<file path="config.mk">
export PLATFORM = sky130hd
export DESIGN_NAME = instr_fetch
export DESIGN_NICKNAME = d
export VERILOG_FILES = /design/src/rtl/cpu_pkg.sv /design/src/rtl/instr_fetch.sv
export SDC_FILE = /design/constraint.sdc
export NUM_CORES = 1
export LEC_CHECK = 0
export ABC_AREA = 0
export CAP_MARGIN = 0
export CORE_UTILIZATION = 26
export DETAILED_ROUTE_END_ITERATION = 16
export PLACE_DENSITY = 0.47
export REMOVE_ABC_BUFFERS = 1
export SYNTH_ARGS = -nofsm -noshare
export SYNTH_HDL_FRONTEND = slang
export SYNTH_SLANG_ARGS = --single-unit
</file>
<file path="constraint.sdc">
create_clock -name clk -period 5 [get_ports clk]
set_input_delay 0.5 -clock clk [delete_from_list [all_inputs] [get_ports clk]]
set_output_delay 0.5 -clock clk [all_outputs]
set_load 0.005 [all_outputs]
</file>
<file path="src/rtl/cpu_pkg.sv">
// Shared CPU definitions: ISA widths, fetch sequencer states and the
// instruction-type encodings decoded by the control unit.
package cpu_pkg;

    localparam int INSTR_W = 9;
    localparam int OP_W    = 3;

    typedef enum logic [1:0] {
        IDLE  = 2'd0,
        PRIME = 2'd1,
        RUN   = 2'd2,
        DONE  = 2'd3
    } fetch_state_t;

    // Instruction type lives in the top OP_W bits of the 9-bit word.
    localparam logic [OP_W-1:0] OP_ALU   = 3'd0;
    localparam logic [OP_W-1:0] OP_ALUI  = 3'd1;
    localparam logic [OP_W-1:0] OP_LOAD  = 3'd2;
    localparam logic [OP_W-1:0] OP_STORE = 3'd3;
    localparam logic [OP_W-1:0] OP_BR    = 3'd4;
    localparam logic [OP_W-1:0] OP_JMP   = 3'd5;
    localparam logic [OP_W-1:0] OP_IO    = 3'd6;
    localparam logic [OP_W-1:0] OP_HALT  = 3'd7;

    function automatic logic [OP_W-1:0] instr_op(input logic [INSTR_W-1:0] ins);
        return ins[INSTR_W-1 -: OP_W];
    endfunction

endpackage

</file>
<file path="src/rtl/instr_fetch.sv">
// Instruction fetch sequencer: owns the PC, drives the synchronous ROM and
// presents one instruction per cycle to the control unit.
module instr_fetch
    import cpu_pkg::*;
#(
    parameter int PC_W    = 10,
    parameter int INSTR_W = cpu_pkg::INSTR_W
) (
    input  logic               clk,
    input  logic               rst_n,
    input  logic               start,
    input  logic               stall,
    input  logic               jump,
    input  logic [PC_W-1:0]    jump_target,
    input  logic               halt_req,
    output logic [PC_W-1:0]    imem_addr,
    input  logic [INSTR_W-1:0] imem_rdata,
    output logic [INSTR_W-1:0] instr,
    output logic               instr_valid,
    output logic [PC_W-1:0]    pc,
    output logic               done,
    output fetch_state_t       dbg_state
);

    // Handshake: instr is consumed on every rising edge where instr_valid=1
    // and stall=0; jump/halt_req qualify that same presented instruction.

    fetch_state_t    state_q,    state_d;
    logic [PC_W-1:0] fetch_pc_q, fetch_pc_d;
    logic [PC_W-1:0] exec_pc_q,  exec_pc_d;

    always_comb begin
        state_d    = state_q;
        fetch_pc_d = fetch_pc_q;
        exec_pc_d  = exec_pc_q;
        case (state_q)
            IDLE: begin
                if (start) begin
                    fetch_pc_d = '0;
                    state_d    = PRIME;
                end
            end
            PRIME: begin
                exec_pc_d  = fetch_pc_q;
                fetch_pc_d = fetch_pc_q + PC_W'(1);
                state_d    = RUN;
            end
            RUN: begin
                if (stall) begin
                    state_d = RUN;
                end else if (halt_req) begin
                    state_d = DONE;
                end else if (jump) begin
                    // The word read this cycle is dropped; PRIME refills from the target.
                    fetch_pc_d = jump_target;
                    state_d    = PRIME;
                end else begin
                    exec_pc_d  = fetch_pc_q;
                    fetch_pc_d = fetch_pc_q + PC_W'(1);
                end
            end
            DONE: begin
                if (start) begin
                    fetch_pc_d = '0;
                    state_d    = PRIME;
                end
            end
            default: state_d = IDLE;
        endcase
    end

    always_ff @(posedge clk or negedge rst_n) begin
        if (!rst_n) begin
            state_q    <= IDLE;
            fetch_pc_q <= '0;
            exec_pc_q  <= '0;
        end else begin
            state_q    <= state_d;
            fetch_pc_q <= fetch_pc_d;
            exec_pc_q  <= exec_pc_d;
        end
    end

    // Stall re-reads the presented word so imem_rdata stays stable while held.
    always_comb begin
        imem_addr = fetch_pc_q;
        case (state_q)
            IDLE:    imem_addr = fetch_pc_q;
            PRIME:   imem_addr = fetch_pc_q;
            RUN:     imem_addr = stall ? exec_pc_q : fetch_pc_q;
            DONE:    imem_addr = exec_pc_q;
            default: imem_addr = '0;
        endcase
    end

    assign instr_valid = (state_q == RUN);
    assign instr       = instr_valid ? imem_rdata : '0;
    assign pc          = exec_pc_q;
    assign done        = (state_q == DONE);
    assign dbg_state   = state_q;

endmodule
</file>
==> results.yml <==
critical_path:
  worst-setup-path-type: "flop to output port"
  r2r-end: "pc[2]"
  startpoint_type: "flop"
  timing.rr.start: "dbg_state[0]"
  end_kind: "output port"
  path_max_fanout: 27
  required_ns: 4.50
  regToRegSetupSlack_ns: 2.28
  worstPathArrival_ns: 2.51
  reg2reg_depth: 5
die:
  die_height_um: 80.6
  coreArea_um2: 5920
  start_util: 0.271
  ios: 58
  rows: 28
  die-width_um: 80.6
  dieArea_um2: 6490
clock_tree:
  clockBufferDepth: 2
  cts_hold_buf: 0
  numCtsBuffers: 3
  cts_root_buf: "clkbuf_8"
  htreeDepth: 1
  insertion_delay_ns: 0.26
  postCtsSetupBuffers: 0
  ctsResizeCount: 0
  numClockSinks: 22
  cts_tree: "done"
  clk_pin_slew_ns: 0.08
sta:
  fmax_ghz: 0.332
  hold_violations: 0
  setup_tns_ns: 0
  whs_ns: 0.545
  final_max_slew_viol_count: 0
  skew_ns: 0.00196
  slew_headroom: 0.264
  fin_crit_sh: 0.602
  rsz0062_at_grt: "false"
  fin_ws_ns: 1.99
  setup_viol: 0
  period_minus_slack_ns: 3.01
  worst_pin_slew_ns: 1.10
synthesis:
  synth_top_family_by_area: "compound AO/OA/AOI/OAI gates"
  ys_seq_area_frac: 0.343
  synth_compound_area_frac: 0.235
  synth_edf_count: 0
  async_flop_share: 1.00
  synthAdderAreaFrac: 0.0390
  synth_seq_cells: 22
  synth_top_area_share: 0.343
  synth-simple-area-share: 0.178
  yosysUniqueCellTypes: 43
  syn_area_um2: 1610
  synth.avg_cell_area_um2: 9.28
  synth_ff_type: "dfrtp_1"
  synth_xor_area_frac: 0.00546
  yosysTopAreaCell: "dfrtp_1"
  synth_area_leaders: "dfrtp_1 34%, mux2_4 7.5%, mux2i_1 6.2%, o21ai_1 6.2%, a22oi_1 4.2%"
  synth_mux_area_frac: 0.144
  yosys_warnings: 0
  syn_inst: 173
finish:
  diodes: 0
  final_common_cell: "clkdlybuf4s50_1"
  multi_input_area_um2: 966
  ff_latch_area_um2: 551
  drive_above_1_share: 0.0807
  final_nets: 254
  layout_common_cells: "57 x clkdlybuf4s50_1, 22 x dfrtp_1, 20 x o21ai_1"
  fillCellCount: 607
  area_growth_syn_to_layout_pct: 40.9
hold_path:
  whs_path_depth: 2
  min_to: "pc[9]"
  min_from: "pc[9]"
  min_path_type: "flop to flop"
pwr:
  p_leak_nw: 0.935
  p_per_area_nw_per_um2: 539
  max-vdd-ir-drop_mv: 0.199
global_routing:
  grt_max_degree: 28
  grt_pass1_wl_um: 7450
  grt_pass1_vias: 1450
  antenna_found_initial: 0
  grt.overflow.total: 0
  gr-usage-all-layers: 0.151
routing:
  ant_nets: 0
  routed_wl_um: 4450
  wl_per_cell_um: 14.9
  via_per_inst: 4.86
  drc_errors: 0
  vias: 1447
  dr.pass1.iters: 4
  drt_iter0_drc: 62
place:
  post-place-ws_ns: 2.00
  gp_congestion: 0.720
  hpwl_um: 3290
  io_buffers: 57
flow_run:
  cap_viol_max_count: 0
outcome:
  status: "finished clean"
## worst max-delay path: stages, from the launching register on
cell and delay [ns]:
dfrtp_1 0.44, inv_1 0.10, ha_1 0.69, inv_2 0.26, o21ai_1 0.22, clkdlybuf4s50_1 0.52
## sequential cells by signal (all words and copies together) (netlist names)
name	cells
dbg_state	2
fetch_pc_q	10
pc	10
## layout make-up
cell class              instances  share of cell area
clock buffers                   4              0.0243
inverters                       7              0.0116
multi-input cells             133               0.427
flip-flops and latches         22               0.243
well taps                      75              0.0415
repair buffers                 57               0.252
## Yosys cell counts (all sizes together), types with 4 or more instances
cell type  number
a22oi           9
mux2i          10
nand3           6
inv             7
nand2           8
mux2            9
o2bb2ai         4
dfrtp          22
nor2            8
ha              5
o21ai          25
a21oi           8
buf             8
and2           10
## metrics by stage
step	utilization	cell area (µm²)	std cells	power [mW]
after global routing	0.382	2260	298	1.33
after floorplan	-	1540	162	0.728
after detailed placement	0.373	2210	294	1.10
after CTS	0.382	2260	298	1.24
after global placement	0.373	2210	294	1.10
final	0.382	2260	298	1.22
## layer usage
metal | vias to the layer above | GRT usage | part of all wire
met1 | 678 | 0.214 | 0.51
met2 | 34 | 0.231 | 0.45
li1 | 733 | - | -
met3 | 2 | 0.0352 | 0.040
met4 | 0 | 0.0268 | 0.0045
met5 | - | 0 | 0
## cell families (layout without fill, tap and decap cells)
group / count (synthesis) / after routing
adder cells (fa/ha/maj): 5 / 5
AO/OA/AOI/OAI: 59 / 59
XOR/XNOR: 1 / 1
flip-flops: 22 / 22
buffers and inverters: 18 / 68
multiplexers: 19 / 19
AND/OR/NAND/NOR: 49 / 49
## power by group
| part | internal [mW] | leakage [nW] | switching [mW] |
|---|---|---|---|
| registers | 0.244 | 0.288 | 0.0951 |
| logic | 0.417 | 0.618 | 0.333 |
| clock network | 0.0702 | 0.0288 | 0.0587 |
## worst max-delay path by stage
stage                 start      endpoint  slack (ns)  cells past startpoint
6_report       dbg_state[0]  imem_addr[4]        1.99                      5
5_1_grt        dbg_state[0]  imem_addr[3]        1.76                      6
4_1_cts        dbg_state[0]  imem_addr[4]        1.94                      5
3_5_place_dp          stall  imem_addr[5]        2.00                      5
3_3_place_gp          stall  imem_addr[5]        2.02                      5
2_1_floorplan  dbg_state[0]         pc[2]        2.75                      5
No activity file was read; power rests on OpenSTA's default activity.
